==> src/rtl/serial_addsub_ctrl_pkg.sv <==
// Shared types and constants for the bit-serial add/subtract sequencer.
package addsub_pkg;

  // Sequencer states: waiting for operands, shifting bits, holding the result.
  typedef enum logic [1:0] {
    IDLE = 2'd0,
    RUN  = 2'd1,
    DONE = 2'd2
  } state_t;

  // Operation select encoding.
  localparam logic OP_ADD = 1'b0;
  localparam logic OP_SUB = 1'b1;

endpackage

==> src/rtl/serial_addsub_ctrl_if.sv <==
// Operand and result channels of the bit-serial add/subtract sequencer.
//
// Handshake: both channels use strict valid/ready. A transfer happens on a
// rising clk edge where valid and ready are both high. The producer holds its
// payload stable while valid is high and ready is low; valid never depends on
// ready. in_ready is high only when the sequencer is idle; out_valid stays high
// with result/cb_out held until out_ready is seen.
interface serial_addsub_ctrl_if #(
  parameter int N = 8
);
  logic         in_valid;
  logic         in_ready;
  logic [N-1:0] a;
  logic [N-1:0] b;
  logic         op;
  logic         out_valid;
  logic         out_ready;
  logic [N-1:0] result;
  logic         cb_out;
  logic         busy;

  // Sequencer side.
  modport slave (
    input  in_valid, a, b, op, out_ready,
    output in_ready, out_valid, result, cb_out, busy
  );

  // Requester / consumer side.
  modport master (
    output in_valid, a, b, op, out_ready,
    input  in_ready, out_valid, result, cb_out, busy
  );
endinterface

==> src/rtl/serial_addsub_ctrl_fa_fs_bit.sv <==
// Combinational 1-bit full adder / full subtractor cell, time-shared by the
// sequencer across all bit positions.
module fa_fs_bit
  import addsub_pkg::*;
(
  input  logic a,
  input  logic b,
  input  logic cbi,
  input  logic op,
  output logic r,
  output logic cbo
);

  // Sum and difference bits are identical; only the carry/borrow differs.
  always_comb begin
    r   = a ^ b ^ cbi;
    cbo = (a & b) | (cbi & (a ^ b));
    if (op == OP_SUB) begin
      cbo = (~a & b) | (~(a ^ b) & cbi);
    end
  end

endmodule

==> src/rtl/serial_addsub_ctrl.sv <==
// Bit-serial add/subtract sequencer: accepts an operand pair, processes one
// bit per clock LSB first through a single shared full adder/subtractor cell,
// and presents the N-bit result plus final carry/borrow until consumed.
module serial_addsub_ctrl
  import addsub_pkg::*;
#(
  parameter int N = 8
) (
  input  logic                 clk,
  input  logic                 rst_n,
  serial_addsub_ctrl_if.slave  bus,
  output state_t               state_dbg
);

  localparam int CW = $clog2(N);

  state_t          state;
  state_t          state_nxt;

  logic [N-1:0]    a_sr;
  logic [N-1:0]    b_sr;
  logic [N-1:0]    res_sr;
  logic            op_r;
  logic            cb_r;
  logic [CW-1:0]   cnt;

  logic            cell_r;
  logic            cell_cbo;
  logic            accept;
  logic            last_bit;

  // An operation is taken only from IDLE; in_valid elsewhere is ignored.
  assign accept   = (state == IDLE) && bus.in_valid;
  // The edge that processes the MSB is the one leaving RUN.
  assign last_bit = (cnt == CW'(N - 1));

  // Single shared bit cell fed from the operand LSBs and the carry/borrow flop.
  fa_fs_bit u_cell (
    .a   (a_sr[0]),
    .b   (b_sr[0]),
    .cbi (cb_r),
    .op  (op_r),
    .r   (cell_r),
    .cbo (cell_cbo)
  );

  // State register; reset aborts any operation in flight.
  always_ff @(posedge clk or negedge rst_n) begin
    if (!rst_n) begin
      state <= IDLE;
    end else begin
      state <= state_nxt;
    end
  end

  // Next-state and handshake outputs.
  always_comb begin
    state_nxt     = state;
    bus.in_ready  = 1'b0;
    bus.out_valid = 1'b0;
    bus.busy      = 1'b0;
    unique case (state)
      IDLE: begin
        bus.in_ready = 1'b1;
        if (bus.in_valid) begin
          state_nxt = RUN;
        end
      end
      RUN: begin
        bus.busy = 1'b1;
        if (last_bit) begin
          state_nxt = DONE;
        end
      end
      DONE: begin
        bus.busy      = 1'b1;
        bus.out_valid = 1'b1;
        if (bus.out_ready) begin
          state_nxt = IDLE;
        end
      end
      default: begin
        state_nxt = IDLE;
      end
    endcase
  end

  // Operand load on acceptance, then one shift per RUN cycle. The result
  // register fills from the MSB end so bit 0 lands at result[0] after N shifts.
  always_ff @(posedge clk or negedge rst_n) begin
    if (!rst_n) begin
      a_sr   <= '0;
      b_sr   <= '0;
      res_sr <= '0;
      op_r   <= OP_ADD;
      cb_r   <= 1'b0;
      cnt    <= '0;
    end else if (accept) begin
      a_sr <= bus.a;
      b_sr <= bus.b;
      op_r <= bus.op;
      cb_r <= 1'b0;
      cnt  <= '0;
    end else if (state == RUN) begin
      a_sr   <= {1'b0, a_sr[N-1:1]};
      b_sr   <= {1'b0, b_sr[N-1:1]};
      res_sr <= {cell_r, res_sr[N-1:1]};
      cb_r   <= cell_cbo;
      cnt    <= cnt + CW'(1);
    end
  end

  // Result and final carry/borrow come straight from registers.
  assign bus.result = res_sr;
  assign bus.cb_out = cb_r;
  assign state_dbg  = state;

endmodule
==> src/flat_wrapper.sv <==
// flat-port wrapper written by rule: the top's interface ports become plain ports
module serial_addsub_ctrl_flat import addsub_pkg::*;
#(
  parameter int N = 8
)
  (clk, rst_n, state_dbg, bus_in_valid, bus_a, bus_b, bus_op, bus_out_ready, bus_in_ready, bus_out_valid, bus_result, bus_cb_out, bus_busy);
  serial_addsub_ctrl_if #(.N(N)) bus_i ();
  input  logic clk;
  input  logic rst_n;
  output state_t state_dbg;
  input wire logic [$bits(bus_i.in_valid)-1:0] bus_in_valid;
  input wire logic [$bits(bus_i.a)-1:0] bus_a;
  input wire logic [$bits(bus_i.b)-1:0] bus_b;
  input wire logic [$bits(bus_i.op)-1:0] bus_op;
  input wire logic [$bits(bus_i.out_ready)-1:0] bus_out_ready;
  output wire logic [$bits(bus_i.in_ready)-1:0] bus_in_ready;
  output wire logic [$bits(bus_i.out_valid)-1:0] bus_out_valid;
  output wire logic [$bits(bus_i.result)-1:0] bus_result;
  output wire logic [$bits(bus_i.cb_out)-1:0] bus_cb_out;
  output wire logic [$bits(bus_i.busy)-1:0] bus_busy;
  assign bus_i.in_valid = bus_in_valid;
  assign bus_i.a = bus_a;
  assign bus_i.b = bus_b;
  assign bus_i.op = bus_op;
  assign bus_i.out_ready = bus_out_ready;
  assign bus_in_ready = bus_i.in_ready;
  assign bus_out_valid = bus_i.out_valid;
  assign bus_result = bus_i.result;
  assign bus_cb_out = bus_i.cb_out;
  assign bus_busy = bus_i.busy;
  serial_addsub_ctrl #(.N(N)) u_core (.clk(clk), .rst_n(rst_n), .bus(bus_i), .state_dbg(state_dbg));
endmodule
==> config.mk <==
export PLATFORM = sky130hd
export DESIGN_NAME = serial_addsub_ctrl_flat
export DESIGN_NICKNAME = d
export VERILOG_FILES = /design/src/rtl/serial_addsub_ctrl_pkg.sv /design/src/rtl/serial_addsub_ctrl_if.sv /design/src/rtl/serial_addsub_ctrl_fa_fs_bit.sv /design/src/rtl/serial_addsub_ctrl.sv /design/src/flat_wrapper.sv
export SDC_FILE = /design/constraint.sdc
export NUM_CORES = 1
export LEC_CHECK = 0
export CAP_MARGIN = 20
export CELL_PAD_IN_SITES_DETAIL_PLACEMENT = 0
export CELL_PAD_IN_SITES_GLOBAL_PLACEMENT = 2
export CORE_MARGIN = 8
export CORE_UTILIZATION = 33
export DETAILED_ROUTE_END_ITERATION = 7
export PLACE_DENSITY = 0.88
export SYNTH_ARGS = -nofsm -noshare
export SYNTH_HDL_FRONTEND = slang
export SYNTH_SLANG_ARGS = --single-unit
==> constraint.sdc <==
create_clock -name clk -period 2.7 [get_ports clk]
set_input_delay 0.54 -clock clk [delete_from_list [all_inputs] [get_ports clk]]
set_output_delay 0.54 -clock clk [all_outputs]
set_load 0.02 [all_outputs]
# Yosys cells after proc, flatten, opt, wreduce, memory -nomap -nowiden
# Index checks and enable logic that the tools add are counted.
dict set report classes {
  addsub 1
  n_eq_ne 6
  n_mux 16
  bitwise 11
  n_reduce_logical 6
}
# operator n
set ops {}
lappend ops {{$mux W8} 4}
lappend ops {{$mux W1} 6}
lappend ops {{$mux W2} 3}
lappend ops {{$mux W3} 2}
lappend ops {{$pmux W2 S3} 1}
lappend ops {{$and A1 B1 Y1} 4}
lappend ops {{$ne A2 B2 Y1 const B} 2}
lappend ops {{$add A3 B1 Y3 const B} 1}
lappend ops {{$eq A3 B3 Y1 const B} 1}
lappend ops {{$not A1 Y1} 3}
lappend ops {{$reduce_and A3 Y1} 1}
lappend ops {{$eq A2 B1 Y1 const B} 1}
lappend ops {{$eq A2 B2 Y1 const B} 1}
lappend ops {{$logic_not A2 Y1} 1}
lappend ops {{$ne A2 B1 Y1 const B} 1}
lappend ops {{$or A1 B1 Y1} 2}
lappend ops {{$reduce_and A2 Y1} 1}
lappend ops {{$reduce_bool A2 Y1} 1}
lappend ops {{$reduce_or A2 Y1} 1}
lappend ops {{$xor A1 B1 Y1} 2}
lappend ops {{$logic_and A1 B1 Y1} 1}
dict set report totals {
  regBits 31
  out_inout_bits 14
}

# Logic depth before layout (Yosys ltp)
# Gate-level depths: netlist of the first run.
dict set report depth {
  depth_word 7
  depth_mapped 7
  mapped_depth_nobuf 5
}

# Modules after synthesis
# Synthesis of the first run repeated with hierarchy kept, for this count alone.
dict set report unflattened {
  cells_unflattened 124
  area_unflattened_um2 1452.6
}
# mod n_inst cells_each area_per_inst_um2 seq_area_each_um2
set by_module_without_submodules {}
lappend by_module_without_submodules {serial_addsub_ctrl 1 118 1391.3 775.7}
lappend by_module_without_submodules {fa_fs_bit 1 6 61.3 0.0}

# Worst setup path after synthesis of the first run
# Ideal clock, no wire load.
dict set report synth_path {
  kind {register to register}
  from {register u_core.state[0] (netlist: u_core.state_dbg[0])}
  to {register u_core.state[1] (netlist: u_core.state_dbg[1])}
  setup_ns 0.125
  arrival_ns 1.615
  slack_ns 0.961
  stages_incl_launch_ff 5
  path_buffers 0
  period_less_slack_ns 1.739
  path_cell_list {dfrtp_1 inv_1 ha_1 a222oi_1 mux2_2}
}
dict set report synth_between {
  elab_chain_len 3
}
# item line_no
set synth_lines {}
lappend synth_lines {{from (decl)} serial_addsub_ctrl.sv:17} ;# state_t state;
lappend synth_lines {{from (signal assigned)} serial_addsub_ctrl.sv:52} ;# state <= state_nxt;
lappend synth_lines {{$eq A2 B1 Y1 (tied with other cells)} serial_addsub_ctrl.sv:62} ;# unique case (state)
lappend synth_lines {{$ne A2 B1 Y1 (no line) / $ne A2 B2 Y1 (equally long branches)} --}
lappend synth_lines {{$reduce_and A3 Y1 (no line)} --}
# Several ways; a longest one is shown, not always the timed one.
# A chain may end at the register's enable or synchronous reset.

# Final worst setup path of the first run
dict set report layout_path {
  from {register u_core.state[0] (netlist: u_core.state_dbg[0])}
  to {output bus_busy}
}
dict set report layout_between {
  elab_chain_len 3
}
# item line_no
set layout_lines {}
lappend layout_lines {{$eq A2 B2 Y1 / $eq A2 B1 Y1 (equally long branches)} serial_addsub_ctrl.sv:62}
lappend layout_lines {{$reduce_or A2 Y1 (no line) (*)} --}
lappend layout_lines {{$mux W1 (*)} serial_addsub_ctrl.sv:62}
lappend layout_lines {{to (decl)} flat_wrapper.sv:20} ;# output wire logic [$bits(bus_i.busy)-1:0] bus_busy;
# Mark *: on every way between the ends. The rest lies on a longest branch, timed or not.

==> results of run 1 <==
[metal layers]
metal / share of wire, % / GRT usage (%) / up-vias / wire length [um]
met1: 45 / 10.98 / 447 / 1279
met2: 43 / 12.69 / 34 / 1222
met4: 2.4 / 6.316 / 0 / 68
li1: - / - / 491 / -
met5: 0 / 0 / - / 0
met3: 9.0 / 4.113 / 5 / 253
[flip-flops by register name, summed over array words and instances, names as in the netlist]
name               count
u_core.cnt             3
u_core.state_dbg       2
u_core.bus.result      8
u_core.a_sr            8
u_core.b_sr            8
u_core.op_r            1
u_core.bus.cb_out      1
[cells by family after synthesis]
group           count (synthesis)
mux                            29
xor+xnor                        1
flops                          31
simple gates                   23
buf+inv                        16
fa+ha+maj                       8
compound gates                 17
[power groups by stage]
stage | clock [mW] | combinational (mW) | sequential [mW]
3_5_place_dp | 0 | 1.14 | 0.840
5_1_grt | 0.433 | 1.24 | 0.867
2_1_floorplan | 0 | 0.694 | 0.907
3_3_place_gp | 0 | 1.10 | 0.826
4_1_cts | 0.404 | 1.15 | 0.833
6_report | 0.390 | 1.13 | 0.831
[synthesized netlist by cell type (2+ instances only)]
cell / count / share of area [%]
dfrtp_1: 31 / 53
mux2i_1: 19 / 13
nand2_1: 16 / 4.1
o21ai_1: 16 / 5.5
inv_1: 9 / 2.3
mux2_2: 8 / 6.2
buf_2: 6 / 2.1
ha_1: 6 / 5.2
nor2_1: 4 / 1.0
fa_1: 2 / 2.7
mux2_1: 2 / 1.5
nand2b_1: 2 / 0.86
[through the flow]
step / std cells / total power [mW] / hold slack (ns) / instance area (sq um)
2_1_floorplan: 125 / 1.600 / 0.2444 / 1458
3_3_place_gp: 208 / 1.930 / 0.4918 / 1856
3_5_place_dp: 208 / 1.981 / 0.5031 / 1856
4_1_cts: 216 / 2.387 / 0.5174 / 1956
5_1_grt: 216 / 2.542 / 0.5427 / 1956
6_report: 216 / 2.351 / 0.5155 / 1956
[worst paths after layout]
kind | start | cells after the start | to | slack [ns]
worst max-delay path | u_core.state_dbg[0] | 3 | bus_busy | 0.50
worst min register to register | u_core.op_r | 1 | u_core.op_r | 0.52
worst min-delay path | u_core.op_r | 1 | u_core.op_r | 0.52
max in group asynchronous | rst_n | 2 | u_core.bus.result[0] | 1.77
min in group asynchronous | rst_n | 2 | u_core.state_dbg[0] | 0.65
worst max register to register | u_core.state_dbg[1] | 4 | u_core.state_dbg[1] | 1.04
[final cells by class]
class / instances / area (sq um) / share of cell area (%)
tap: 52 / 65.06 / 3.327
multi-input combinational: 78 / 610.6 / 31.22
clock buffer: 8 / 100.1 / 5.118
inverter: 9 / 33.78 / 1.727
timing repair buffer: 38 / 370.4 / 18.94
sequential: 31 / 775.7 / 39.67
[worst max-delay path, delay by kind of cell (launching register included)]
kind / cells / cell delay (ns)
DFF: 1 / 0.39
buffers and inverters: 2 / 0.70
adders and majority gates: 1 / 0.29
==> results by group, run 1 <==
Setup path
  – Worst path cell trace: inv_1 > ha_1 > clkdlybuf4s50_1
  – Critical Path Sink Type: primary output
  – Worst-path fanout max: 4
  – CP startpoint kind: register
  – Kind of critical path: register to primary output
  – Max incr delay on CP: 0.60 ns
  – Required time of the worst setup path: 2.16 ns
  – Slowest cell on the critical path: clkdlybuf4s50_1
  – CP arrival: 1.66 ns

Finish
  – NumNets Final: 192
  – Most frequent cells in the layout: clkdlybuf4s50_1 (34), dfrtp_1 (31), mux2i_1 (19), nand2_1 (16), o21ai_1 (16)
  – Commonest non-fill, non-tap cell in the layout: clkdlybuf4s50_1
  – Area Overhead vs Synth: 34.16%
  – Util after Layout: 45.54%
  – Diode count: 0
  – Layout cells sized above 1: 11.59%
  – FILL cells: 427

Clock tree
  – Clk sink count: 31
  – CTS H-tree lvls: 2
  – Post-CTS sizing: 0
  – CTS buffer count: 5
  – Postcts setup bufs: 0
  – Root Driver: clkbuf_8
  – Clk buf depth: 2
  – CTS tree: done
  – Clock Pin Slew Worst Setup and Hold Paths: 0.06 ns
  – Latest clock arrival within the worst-skew pair: 0.28 ns
  – Post-CTS Hold Buffers: 0

Power and ir drop
  – Combinational Power Share: 48.0%
  – Clock share of power: 16.6%
  – Worst IR Drop VDD: 0.0004259 V
  – NetSw: 0.8503 mW
  – Leak: 0.8644 nW
  – Sw frac: 36.17%
  – P per Cell Area: 1202 nW/um^2
  – Seq pwr share: 35.4%
  – Internal: 1.500 mW

STA
  – Slew at the pin with the worst max-slew slack: 0.4403 ns
  – Hold Vio Cnt, Final: 0
  – RSZ-0062 raised after global routing: false
  – Count of pins over their slew limit: 0
  – Max frequency: 0.4550 GHz
  – Final worst setup slack: 0.5024 ns
  – Minimum clock period: 2.198 ns
  – Setup TNS: 0 ns
  – Final Setup Violations: 0
  – Fin crit share: 81.39%
  – Slew HR: 70.65%
  – Setup Skew: 0.006581 ns

Logic synthesis
  – Count of cell types in the netlist: 16
  – Cells after Synth: 125
  – Post-synthesis compound-gate area fraction: 6.180%
  – Synthesized Nets: 154
  – Mux contribution to synthesized area: 20.77%
  – Sequential area share after synthesis: 53.22%
  – Syn_area_per_cell: 11.66 sq um
  – Adder-cell share of the synthesized area: 7.897%
  – Flops & latches, synth: 31
  – EDFF count, synth: 0
  – XOR/XNOR share of the synthesized area: 0.6009%
  – Main synth FF type: dfrtp_1
  – Mapped Area: 1458 sq um
  – FFs w/ async S/R, synth: 100.0%
  – Main combinational cell family by area after synthesis: multiplexers
  – Simple-gate share of the synthesized area: 6.438%
  – Yosys warns: 0

Worst hold path
  – Worst hold path type: register to register

Floorplanning
  – FP Rows: 24
  – Die Height: 82.46 um
  – Die area: 6800 sq um
  – Die width: 82.46 um
  – I/O Pins: 35
  – Core Region: 4294 sq um
  – Initial core utilization: 33.95%

Routing
  – DRT iter0 DRCs: 56
  – Vias: 977
  – Routed WL per cell: 13.07 um
  – Drt pass-1 iters: 5
  – Residual DRC: 0
  – Vias per cell: 4.523
  – Post-route ant nets: 0
  – Final wirelength: 2.824 mm

Run
  – Max-cap violations: 0

Placement
  – Detail Placement HPWL: 1.986 mm
  – Placement-stage worst setup slack: 0.7508 ns
  – Routability cong.: 0.7363
  – Count of buffers from port buffering: 34

Global route
  – Tot GR Track Use: 9.118%
  – Number of global-route vias before repair: 992
  – Global-route wire length before repair: 4.595 mm
  – Total grt overflow: 0
  – Antenna violations before repair: 0
  – Largest net degree at the start of global routing: 32

Outcome
  – Status: finished, final reports clean
No activity file was read; power rests on OpenSTA's default activity.
==> run 2, diff against run 1 <==
- CORE_UTILIZATION: 33 -> 28
- PLACE_DENSITY: 0.88 -> 0.8
- clock period: 2.7 -> 1.98 ns (I/O delays scaled with it)
==> run 2 against run 1 <==
Sequential cell count is the same. Critical path depth is the same. Cell count grew 7.9%. Highest routed layer unchanged. Register-to-register slack lost 0.74 ns. Hold slack lost 0.0065 ns. Core utilization shrank 6.8 points. Sequential power grew 37%. Clock skew shrank 0.0036 ns. Via count grew 0.82%.
==> results by group, run 2 (same netlist as run 1, synthesis figures left out) <==
Setup path
  – CP startpoint kind: register
  – Flop2flop setup slack: 0.30 ns
  – Worst-path fanout max: 4
  – Critical Path Sink Type: primary output
  – Kind of critical path: register to primary output
  – R2R depth: 4
  – CP Launch Point: u_core.state_dbg[0]
  – Worst r2r src: u_core.state_dbg[1]
  – Required time of the worst setup path: 1.58 ns
  – Reg2Reg Capture Point: u_core.state_dbg[1]
  – CP arrival: 1.38 ns

Clock tree
  – Postcts setup bufs: 0
  – CTS buffer count: 5
  – CTS H-tree lvls: 2
  – Latest clock arrival within the worst-skew pair: 0.28 ns
  – Clk sink count: 31
  – Root Driver: clkbuf_8
  – CTS tree: done
  – Clk buf depth: 2
  – Clock Pin Slew Worst Setup and Hold Paths: 0.06 ns

Global route
  – Number of global-route vias before repair: 1078
  – Global-route wire length before repair: 4.926 mm
  – Total grt overflow: 0
  – Largest net degree at the start of global routing: 37
  – Tot GR Track Use: 8.233%
  – Antenna violations before repair: 0

STA
  – Hold Vio Cnt, Final: 0
  – Final Setup Violations: 0
  – Slew at the pin with the worst max-slew slack: 0.4630 ns
  – Count of pins over their slew limit: 0
  – Max frequency: 0.5644 GHz
  – Setup TNS: 0 ns
  – RSZ-0062 raised after global routing: false
  – Minimum clock period: 1.772 ns
  – Slew HR: 69.14%
  – Setup Skew: 0.002951 ns
  – Fin crit share: 89.48%

Worst hold path
  – Worst hold path type: primary input to async pin

Floorplanning
  – Die area: 7770 sq um
  – Die Height: 88.15 um
  – Core Region: 5075 sq um
  – Die width: 88.15 um
  – Initial core utilization: 28.72%
  – I/O Pins: 35
  – FP Rows: 26

Power and ir drop
  – Seq pwr share: 36.0%
  – Sw frac: 36.56%
  – P per Cell Area: 1608 nW/um^2
  – Clock share of power: 17.0%
  – Leak: 0.8664 nW
  – Worst IR Drop VDD: 0.0005197 V
  – Combinational Power Share: 47.0%
  – NetSw: 1.156 mW
  – Internal: 2.007 mW

Finish
  – Util after Layout: 38.76%
  – Multi-input logic area: 610.6 sq um
  – Storage element area: 775.7 sq um
  – Area Overhead vs Synth: 34.94%
  – Layout cells sized above 1: 11.04%
  – Non-Filler Instances: 233
  – Most frequent cells in the layout: clkdlybuf4s50_1 (31), dfrtp_1 (31), mux2i_1 (19), nand2_1 (16), o21ai_1 (16)
  – FILL cells: 516
  – Diode count: 0
  – NumNets Final: 191

Run
  – Max-cap violations: 0

Placement
  – Detail Placement HPWL: 2.099 mm
  – Placed cells: 225
  – Routability cong.: 0.6679
  – Count of buffers from port buffering: 34

Routing
  – Vias per cell: 4.227
  – Post-route ant nets: 0
  – Vias: 985
  – Routed WL per cell: 12.18 um
  – Residual DRC: 0
  – DRT iter0 DRCs: 34
  – Final wirelength: 2.837 mm
  – Drt pass-1 iters: 4

Outcome
  – Status: finished, final reports clean
run 2: cell types whose count changed in the layout (fill, tap and decap cells not counted), sizes merged:
| cell | previous run | this run |
|---|---|---|
| buf | 4 | 3 |
| clkdlybuf4s50 | 34 | 31 |
| dlygate4sd2 | 0 | 3 |
run 2: repair_timing:
item                                    CTS  global route
hold buffers                              0             0
resized for setup                         3             0
endpoints found under the setup margin    3             0
run 2: worst max path at each step:
stage,end,slack [ns],cells past startpoint
after floorplan,u_core.state_dbg[1],0.24,4
after global placement,u_core.state_dbg[1],0.20,4
after detailed placement,u_core.state_dbg[1],0.15,4
after CTS,bus_busy,0.19,3
after global routing,bus_busy,0.15,3
final,bus_busy,0.21,3
run 2: worst max-delay path, cell delays in order, from the launching register on:
cell           delay (ns)
dfrtp_1              0.39
inv_1                0.10
ha_1                 0.29
dlygate4sd2_1        0.32
run 2: layer usage:
| layer | global-route usage (%) | part of all wire, % | vias up | wire length (um) |
|---|---|---|---|---|
| li1 | - | - | 488 | - |
| met1 | 8.375 | 41 | 472 | 1163 |
| met2 | 14.71 | 53 | 21 | 1498 |
| met3 | 3.846 | 5.4 | 4 | 154 |
| met4 | 2.304 | 0.74 | 0 | 21 |
| met5 | 0 | 0 | - | 0 |
run 2: layout make-up:
type / instances / share of cell area (%)
Multi-Input combinational cell: 78 / 31.04
Inverter: 9 / 1.718
Sequential cell: 31 / 39.44
Clock buffer: 8 / 5.089
Timing Repair Buffer: 37 / 18.26
Tap cell: 70 / 4.453
run 2: power by group through the flow:
| stage | clock network (mW) | logic [mW] | registers [mW] |
|---|---|---|---|
| 3_5_place_dp | 0 | 1.55 | 1.16 |
| 4_1_cts | 0.559 | 1.52 | 1.14 |
| 5_1_grt | 0.593 | 1.65 | 1.18 |
| 6_report | 0.538 | 1.49 | 1.14 |
| 3_3_place_gp | 0 | 1.50 | 1.13 |
| 2_1_floorplan | 0 | 0.946 | 1.24 |
run 2: through the flow:
stage	power, mW	hold slack, ns	setup slack (ns)	cell area [sq um]
after global placement	2.626	0.4890	0.2022	1871
after global routing	3.430	0.5310	0.1490	1967
after floorplan	2.182	0.1004	0.2406	1458
final	3.163	0.5090	0.2083	1967
after CTS	3.225	0.5176	0.1870	1967
after detailed placement	2.706	0.5035	0.1496	1871
